$ cat src/rtl/mc_pkg.sv
// Shared types and encodings for the multicycle ARMv4-subset controller.
// Holds the FSM state enum, datapath mux encodings and the condition check.
package mc_pkg;

    typedef enum logic [3:0] {
        S_FETCH  = 4'd0,
        S_DECODE = 4'd1,
        S_MEMADR = 4'd2,
        S_MEMRD  = 4'd3,
        S_MEMWB  = 4'd4,
        S_MEMWR  = 4'd5,
        S_EXECR  = 4'd6,
        S_EXECI  = 4'd7,
        S_ALUWB  = 4'd8,
        S_BRANCH = 4'd9
    } state_t;

    localparam logic [1:0] ALU_ADD = 2'b00;
    localparam logic [1:0] ALU_SUB = 2'b01;
    localparam logic [1:0] ALU_AND = 2'b10;
    localparam logic [1:0] ALU_ORR = 2'b11;

    localparam logic [1:0] RES_ALUOUT    = 2'b00;
    localparam logic [1:0] RES_DATA      = 2'b01;
    localparam logic [1:0] RES_ALURESULT = 2'b10;

    localparam logic [1:0] SRCB_REG  = 2'b00;
    localparam logic [1:0] SRCB_IMM  = 2'b01;
    localparam logic [1:0] SRCB_FOUR = 2'b10;

    localparam logic [1:0] IMM_DP  = 2'b00;
    localparam logic [1:0] IMM_MEM = 2'b01;
    localparam logic [1:0] IMM_BR  = 2'b10;

    localparam logic [3:0] COND_EQ = 4'h0;
    localparam logic [3:0] COND_NE = 4'h1;
    localparam logic [3:0] COND_CS = 4'h2;
    localparam logic [3:0] COND_CC = 4'h3;
    localparam logic [3:0] COND_MI = 4'h4;
    localparam logic [3:0] COND_PL = 4'h5;
    localparam logic [3:0] COND_VS = 4'h6;
    localparam logic [3:0] COND_VC = 4'h7;
    localparam logic [3:0] COND_HI = 4'h8;
    localparam logic [3:0] COND_LS = 4'h9;
    localparam logic [3:0] COND_GE = 4'hA;
    localparam logic [3:0] COND_LT = 4'hB;
    localparam logic [3:0] COND_GT = 4'hC;
    localparam logic [3:0] COND_LE = 4'hD;
    localparam logic [3:0] COND_AL = 4'hE;

    // flags is {N,Z,C,V}; code 1111 falls to the default and never executes
    function automatic logic condcheck(input logic [3:0] cond, input logic [3:0] flags);
        logic n, z, c, v, res;
        {n, z, c, v} = flags;
        case (cond)
            COND_EQ: res = z;
            COND_NE: res = ~z;
            COND_CS: res = c;
            COND_CC: res = ~c;
            COND_MI: res = n;
            COND_PL: res = ~n;
            COND_VS: res = v;
            COND_VC: res = ~v;
            COND_HI: res = c & ~z;
            COND_LS: res = ~(c & ~z);
            COND_GE: res = (n == v);
            COND_LT: res = (n != v);
            COND_GT: res = ~z & (n == v);
            COND_LE: res = ~(~z & (n == v));
            COND_AL: res = 1'b1;
            default: res = 1'b0;
        endcase
        return res;
    endfunction

endpackage

$ cat src/rtl/mc_if.sv
// Controller <-> datapath bundle: instruction fields and ALU flags in, write
// enables and mux selects out. master = controller, slave = datapath.
interface mc_if;
    logic [31:12] Instr;
    logic [3:0]   ALUFlags;
    logic         PCWrite;
    logic         IRWrite;
    logic         RegWrite;
    logic         MemWrite;
    logic         AdrSrc;
    logic         ALUSrcA;
    logic [1:0]   ALUSrcB;
    logic [1:0]   ResultSrc;
    logic [1:0]   ImmSrc;
    logic [1:0]   RegSrc;
    logic [1:0]   ALUControl;
    logic [3:0]   State;

    modport master (
        input  Instr, ALUFlags,
        output PCWrite, IRWrite, RegWrite, MemWrite, AdrSrc, ALUSrcA,
               ALUSrcB, ResultSrc, ImmSrc, RegSrc, ALUControl, State
    );

    modport slave (
        output Instr, ALUFlags,
        input  PCWrite, IRWrite, RegWrite, MemWrite, AdrSrc, ALUSrcA,
               ALUSrcB, ResultSrc, ImmSrc, RegSrc, ALUControl, State
    );
endinterface

$ cat src/rtl/mc_condunit.sv
// NZCV flag register with split N/Z and C/V enables, plus the per-instruction
// registered condition result.
module mc_condunit
    import mc_pkg::*;
(
    input  logic       i_clk,
    input  logic       i_rst,
    input  logic [3:0] i_cond,
    input  logic [3:0] i_alu_flags,
    input  logic       i_nz_we,
    input  logic       i_cv_we,
    input  logic       i_cond_en,
    output logic       o_cond_q
);

    logic [3:0] r_flags;
    logic       r_cond_q;

    always_ff @(posedge i_clk or posedge i_rst) begin
        if (i_rst) begin
            r_flags  <= 4'b0000;
            r_cond_q <= 1'b0;
        end else begin
            if (i_nz_we) r_flags[3:2] <= i_alu_flags[3:2];
            if (i_cv_we) r_flags[1:0] <= i_alu_flags[1:0];
            // cond is evaluated against flags as they stand entering DECODE
            if (i_cond_en) r_cond_q <= condcheck(i_cond, r_flags);
        end
    end

    assign o_cond_q = r_cond_q;

endmodule

$ cat src/rtl/mc_controller.sv
// Multicycle control FSM for the ARMv4-subset core: sequences fetch/decode/
// execute/writeback and decodes the ALU operation; flags live in mc_condunit.
module mc_controller
    import mc_pkg::*;
(
    input  logic clk,
    input  logic reset,
    mc_if.master bus
);

    state_t     r_state;
    state_t     w_next;

    logic [1:0] w_op;
    logic [5:0] w_funct;
    logic [3:0] w_rd;
    logic [3:0] w_cond;
    logic       w_rd_pc;
    logic       w_cond_q;
    logic [1:0] w_dp_alu;
    logic       w_is_exec;
    logic       w_nz_we;
    logic       w_cv_we;
    logic       w_unused_rn;

    logic       w_pc_write, w_ir_write, w_reg_write, w_mem_write;
    logic       w_adr_src, w_alu_src_a;
    logic [1:0] w_alu_src_b, w_result_src, w_imm_src, w_alu_control;

    assign w_cond      = bus.Instr[31:28];
    assign w_op        = bus.Instr[27:26];
    assign w_funct     = bus.Instr[25:20];
    assign w_rd        = bus.Instr[15:12];
    assign w_rd_pc     = (w_rd == 4'hF);
    assign w_unused_rn = ^bus.Instr[19:16];

    always_comb begin
        unique case (w_funct[4:1])
            4'b0100: w_dp_alu = ALU_ADD;
            4'b0010: w_dp_alu = ALU_SUB;
            4'b0000: w_dp_alu = ALU_AND;
            4'b1100: w_dp_alu = ALU_ORR;
            default: w_dp_alu = ALU_ADD;
        endcase
    end

    assign w_is_exec = (r_state == S_EXECR) || (r_state == S_EXECI);
    assign w_nz_we   = w_is_exec & w_funct[0] & w_cond_q;
    // C/V are only meaningful for the arithmetic ops
    assign w_cv_we   = w_nz_we & ((w_dp_alu == ALU_ADD) || (w_dp_alu == ALU_SUB));

    mc_condunit u_condunit (
        .i_clk       (clk),
        .i_rst       (reset),
        .i_cond      (w_cond),
        .i_alu_flags (bus.ALUFlags),
        .i_nz_we     (w_nz_we),
        .i_cv_we     (w_cv_we),
        .i_cond_en   (r_state == S_DECODE),
        .o_cond_q    (w_cond_q)
    );

    always_ff @(posedge clk or posedge reset) begin
        if (reset) r_state <= S_FETCH;
        else       r_state <= w_next;
    end

    always_comb begin
        w_next = S_FETCH;
        unique case (r_state)
            S_FETCH:  w_next = S_DECODE;
            S_DECODE: begin
                unique case (w_op)
                    2'b00:   w_next = w_funct[5] ? S_EXECI : S_EXECR;
                    2'b01:   w_next = S_MEMADR;
                    2'b10:   w_next = S_BRANCH;
                    default: w_next = S_FETCH;
                endcase
            end
            S_MEMADR: w_next = w_funct[0] ? S_MEMRD : S_MEMWR;
            S_MEMRD:  w_next = S_MEMWB;
            S_EXECR:  w_next = S_ALUWB;
            S_EXECI:  w_next = S_ALUWB;
            default:  w_next = S_FETCH;
        endcase
    end

    always_comb begin
        w_pc_write    = 1'b0;
        w_ir_write    = 1'b0;
        w_reg_write   = 1'b0;
        w_mem_write   = 1'b0;
        w_adr_src     = 1'b0;
        w_alu_src_a   = 1'b0;
        w_alu_src_b   = SRCB_REG;
        w_result_src  = RES_ALUOUT;
        w_imm_src     = IMM_DP;
        w_alu_control = ALU_ADD;
        unique case (r_state)
            S_FETCH: begin
                w_ir_write   = 1'b1;
                w_pc_write   = 1'b1;
                w_alu_src_a  = 1'b1;
                w_alu_src_b  = SRCB_FOUR;
                w_result_src = RES_ALURESULT;
            end
            S_DECODE: begin
                w_alu_src_a  = 1'b1;
                w_alu_src_b  = SRCB_FOUR;
                w_result_src = RES_ALURESULT;
            end
            S_MEMADR: begin
                w_alu_src_b = SRCB_IMM;
                w_imm_src   = IMM_MEM;
            end
            S_MEMRD:  w_adr_src = 1'b1;
            S_MEMWB: begin
                w_result_src = RES_DATA;
                w_reg_write  = w_cond_q;
                w_pc_write   = w_cond_q & w_rd_pc;
            end
            S_MEMWR: begin
                w_adr_src   = 1'b1;
                w_mem_write = w_cond_q;
            end
            S_EXECR:  w_alu_control = w_dp_alu;
            S_EXECI: begin
                w_alu_src_b   = SRCB_IMM;
                w_alu_control = w_dp_alu;
            end
            S_ALUWB: begin
                w_reg_write = w_cond_q;
                w_pc_write  = w_cond_q & w_rd_pc;
            end
            S_BRANCH: begin
                w_alu_src_b  = SRCB_IMM;
                w_imm_src    = IMM_BR;
                w_result_src = RES_ALURESULT;
                w_pc_write   = w_cond_q;
            end
            default: ;
        endcase
    end

    // reset is async, so enables must be squashed combinationally while it is high
    assign bus.PCWrite    = w_pc_write  & ~reset;
    assign bus.IRWrite    = w_ir_write  & ~reset;
    assign bus.RegWrite   = w_reg_write & ~reset;
    assign bus.MemWrite   = w_mem_write & ~reset;
    assign bus.AdrSrc     = w_adr_src;
    assign bus.ALUSrcA    = w_alu_src_a;
    assign bus.ALUSrcB    = w_alu_src_b;
    assign bus.ResultSrc  = w_result_src;
    assign bus.ImmSrc     = w_imm_src;
    assign bus.ALUControl = w_alu_control;
    assign bus.RegSrc     = {(w_op == 2'b01) & ~w_funct[0], (w_op == 2'b10)};
    assign bus.State      = r_state;

endmodule

$ cat src/flat_wrapper.sv
// flat-port wrapper written by rule: the top's interface ports become plain ports
module mc_controller_flat import mc_pkg::*;
  (clk, reset, bus_Instr, bus_ALUFlags, bus_PCWrite, bus_IRWrite, bus_RegWrite, bus_MemWrite, bus_AdrSrc, bus_ALUSrcA, bus_ALUSrcB, bus_ResultSrc, bus_ImmSrc, bus_RegSrc, bus_ALUControl, bus_State);
  mc_if bus_i ();
  input  logic clk;
  input  logic reset;
  input wire logic [$bits(bus_i.Instr)-1:0] bus_Instr;
  input wire logic [$bits(bus_i.ALUFlags)-1:0] bus_ALUFlags;
  output wire logic [$bits(bus_i.PCWrite)-1:0] bus_PCWrite;
  output wire logic [$bits(bus_i.IRWrite)-1:0] bus_IRWrite;
  output wire logic [$bits(bus_i.RegWrite)-1:0] bus_RegWrite;
  output wire logic [$bits(bus_i.MemWrite)-1:0] bus_MemWrite;
  output wire logic [$bits(bus_i.AdrSrc)-1:0] bus_AdrSrc;
  output wire logic [$bits(bus_i.ALUSrcA)-1:0] bus_ALUSrcA;
  output wire logic [$bits(bus_i.ALUSrcB)-1:0] bus_ALUSrcB;
  output wire logic [$bits(bus_i.ResultSrc)-1:0] bus_ResultSrc;
  output wire logic [$bits(bus_i.ImmSrc)-1:0] bus_ImmSrc;
  output wire logic [$bits(bus_i.RegSrc)-1:0] bus_RegSrc;
  output wire logic [$bits(bus_i.ALUControl)-1:0] bus_ALUControl;
  output wire logic [$bits(bus_i.State)-1:0] bus_State;
  assign bus_i.Instr = bus_Instr;
  assign bus_i.ALUFlags = bus_ALUFlags;
  assign bus_PCWrite = bus_i.PCWrite;
  assign bus_IRWrite = bus_i.IRWrite;
  assign bus_RegWrite = bus_i.RegWrite;
  assign bus_MemWrite = bus_i.MemWrite;
  assign bus_AdrSrc = bus_i.AdrSrc;
  assign bus_ALUSrcA = bus_i.ALUSrcA;
  assign bus_ALUSrcB = bus_i.ALUSrcB;
  assign bus_ResultSrc = bus_i.ResultSrc;
  assign bus_ImmSrc = bus_i.ImmSrc;
  assign bus_RegSrc = bus_i.RegSrc;
  assign bus_ALUControl = bus_i.ALUControl;
  assign bus_State = bus_i.State;
  mc_controller u_core (.clk(clk), .reset(reset), .bus(bus_i));
endmodule
$ cat config.mk
export PLATFORM = sky130hd
export DESIGN_NAME = mc_controller_flat
export DESIGN_NICKNAME = d
export VERILOG_FILES = /design/src/rtl/mc_pkg.sv /design/src/rtl/mc_if.sv /design/src/rtl/mc_condunit.sv /design/src/rtl/mc_controller.sv /design/src/flat_wrapper.sv
export SDC_FILE = /design/constraint.sdc
export NUM_CORES = 1
export LEC_CHECK = 0
export BUFFER_PORTS_ARGS = -buffer_cell sky130_fd_sc_hd__buf_2
export CAP_MARGIN = 10
export CORE_MARGIN = 2
export CORE_UTILIZATION = 44
export CTS_CLUSTER_SIZE = 30
export DETAILED_ROUTE_END_ITERATION = 8
export HOLD_SLACK_MARGIN = 0.03
export PLACE_DENSITY_LB_ADDON = 0.15
export SYNTH_ARGS = -nofsm -noshare
export SYNTH_HDL_FRONTEND = slang
export SYNTH_SLANG_ARGS = --single-unit
$ cat constraint.sdc
create_clock -name clk -period 1.9 [get_ports clk]
set_input_delay 0.38 -clock clk [delete_from_list [all_inputs] [get_ports clk]]
set_output_delay 0.38 -clock clk [all_outputs]
set_load 0.03 [all_outputs]
==> metrics <==
Setup-failing EPs final 1; overall die width between 40 and 50 um; H-tree depth 1; max cap viols 0; fin crit share 101%; worst IR drop on VDD 0.921 mV; Starting Density between 40% and 50%; total track usage about a fifth; # diodes 0; Worst Slack Setup Final -15.1 ps; library cell with the largest summed area after synthesis dfrtp_1; vias after detailed routing 936; total wire length after detailed routing 2.19 mm; number of buffers inserted by port buffering 41; type of the tightest min-delay check input port to asynchronous set/reset pin; clock-pin slew on the worst setup and hold paths ~60 ps; maximum net fanout on the critical path 3; number of warnings reported in the yosys synthesis log 0; commonest cells after routing, fill and taps aside buf_2, buf_4, nor2_1, nand2_1, dfrtp_1; cts bufs inserted 3; core area roughly 1800 um^2; Leak approximately 0.00061 uW; met1 track utilization from global routing between 20% and 30%; pin count of the biggest net entering global routing 10; grt total ovfl 0; via density per instance between 5 and 6; Cell Area, Synth roughly 860 um^2; Fin Hold WS between 100 and 150 ps; achievable clock frequency between 500 and 600 MHz; Synth top area share a little over a quarter; Initial DRC Count 14; number of placed instances, taps included roughly 170; fraction of final layout cells sized beyond drive strength 1 around 52%; share of synthesized area occupied by flip-flops and latches 26.3%; commonest non-fill, non-tap cell in the layout buf_2; CTS tree yes; Clk Tree Root Cell clkbuf_4; half-perimeter wire length after detailed placement between 1.5 and 2 mm; number of unique standard cell types used by synthesis a little over 40; critical path capture point type output port; number of endpoints with negative hold slack in the final report 0; Final Max Tran Viols 0; DR pass1 iterations 5; type of the worst setup path flip-flop to output port; synthesized instance count a little over 100; Worst EP required between 1500 and 2000 ps; cts hold-fix bufs 0; Final Non-Filler Cells ~180; mean instance size in the synthesized netlist ~8.4 um^2; busiest grt layer met2; result of the run finished with violations; average detailed-routed wire length per instance 12.4 um; clock tree sinks 9; number of DRC violations after detailed routing 0; number of global-route vias before repair ~820; row cnt 15; area of the die 2310 um^2; top area cells in the synthesized netlist dfrtp_1, nor2_1, mux2_2; setup repair after global routing missed its margin yes; power per cell area between 1500 and 2000 nW/um^2; minimum period implied by the final worst setup slack approximately 1900 ps; residual antenna-violating net count after detailed routing 0; Net Count, Synth approximately 130; failing checks negative setup slack; met2 Track Usage GR 38.4%; area delta synth->final 46.8%; number of buffers on the longest clock path 2; transition at the pin with the smallest max-transition slack 312 ps; number of antenna violations at the first check in global routing 0; Final Skew 1.00 ps; overall die height roughly 48 um; crit start category flip-flop; nets around 180; Yosys reg bits 9; met3 usage 4.81%; setup total negative slack -15.1 ps; source-to-sink clock delay at the later pin of the worst-skew pair 260 ps; Rel. slew slack 79.2%; Routability Congestion a little over 0.8; # IOs 46; WP data arrival 1540 ps; Fill cells about 150; wire length of the first global-routing pass roughly 3.4 mm
[flip-flops by register name, summed over array words and instances, names as in the netlist]
name and cells:
u_core.u_condunit.o_cond_q 1, u_core.u_condunit.r_flags 4, u_core.bus.State 4
[routing by layer]
layer	share of wire [%]	vias up
li1	-	470
met1	41	431
met2	52	31
met3	5.4	4
met4	1.4	0
met5	0	-
[final timing paths]
kind                       slack, ps  cells after the start                      endpoint                         start
setup reg to reg                 210                      7  u_core.u_condunit.r_flags[1]           u_core.bus.State[3]
max in group asynchronous       1610                      3           u_core.bus.State[1]                         reset
hold reg to reg                  580                      1  u_core.u_condunit.r_flags[1]  u_core.u_condunit.r_flags[1]
hold / removal                   140                      3    u_core.u_condunit.o_cond_q                         reset
setup / recovery                 -20                      4                   bus_PCWrite           u_core.bus.State[2]
min in group clk                 340                      2  u_core.u_condunit.r_flags[0]               bus_ALUFlags[0]
[worst max-delay path: stages, from the launching register on]
cell and delay (ps):
dfrtp_2 420, nand2b_4 160, a2111oi_4 390, a22o_4 190, buf_6 120
[Yosys cell counts (all sizes together)]
master   count
nand3b       1
a21oi        4
a31oi        3
and4         1
dfrtp        9
a221oi       1
nand2        9
nand2b       4
o41ai        1
o2bb2ai      1
buf          7
a22oi        1
o211ai       1
inv          5
mux2         5
nand4        1
mux2i        2
o21ai        4
xor2         3
a22o         2
nor3         5
xnor2        1
nor3b        1
nor2        13
a211oi       2
a2111oi      1
o22a         1
or2          1
o22ai        1
nor4         2
nand3        2
o31a         1
nor2b        6
[final cells by class]
type                    instances  area, um^2  share of cell area (%)
clock buffers                   4        26.3                    2.09
multi-input cells              81         628                    50.0
repair buffers                 53         323                    25.7
inverters                       5        18.8                    1.49
well taps                      25        31.3                    2.49
flip-flops and latches          9         229                    18.2
[metrics by stage]
stage          util, %  area, um^2  setup slack [ps]  power, uW
6_report          70.5        1260             -15.1       1920
5_1_grt           70.5        1260             -83.5       2060
4_1_cts           68.6        1220             -16.1       1880
3_5_place_dp      63.2        1130              99.2       1620
3_3_place_gp      63.2        1130               127       1590
2_1_floorplan        -         902              -153       1330
[where the power goes]
| part | leakage (uW) | internal (uW) | switching, uW |
|---|---|---|---|
| Combinational | 0.000480 | 577 | 813 |
| Sequential | 0.000112 | 279 | 106 |
| Clock | 0.0000150 | 81.0 | 67.5 |
[what timing repair did]
| item | CTS | global route |
|---|---|---|
| endpoints found under the hold margin | 0 | 0 |
| resized for setup | 8 | 9 |
| buffers inserted | 6 | 0 |
| cloned | 0 | 0 |
| setup endpoints to repair | 4 | 6 |
| pin swaps | 3 | 2 |
[cell families after synthesis]
logic type,synth area share (%)
XOR/XNOR,4.09
AND/OR/NAND/NOR,30.7
AO/OA/AOI/OAI,21.6
flip-flops,26.3
multiplexers,8.92
buffers and inverters,8.33
No activity file was read; power rests on OpenSTA's default activity.
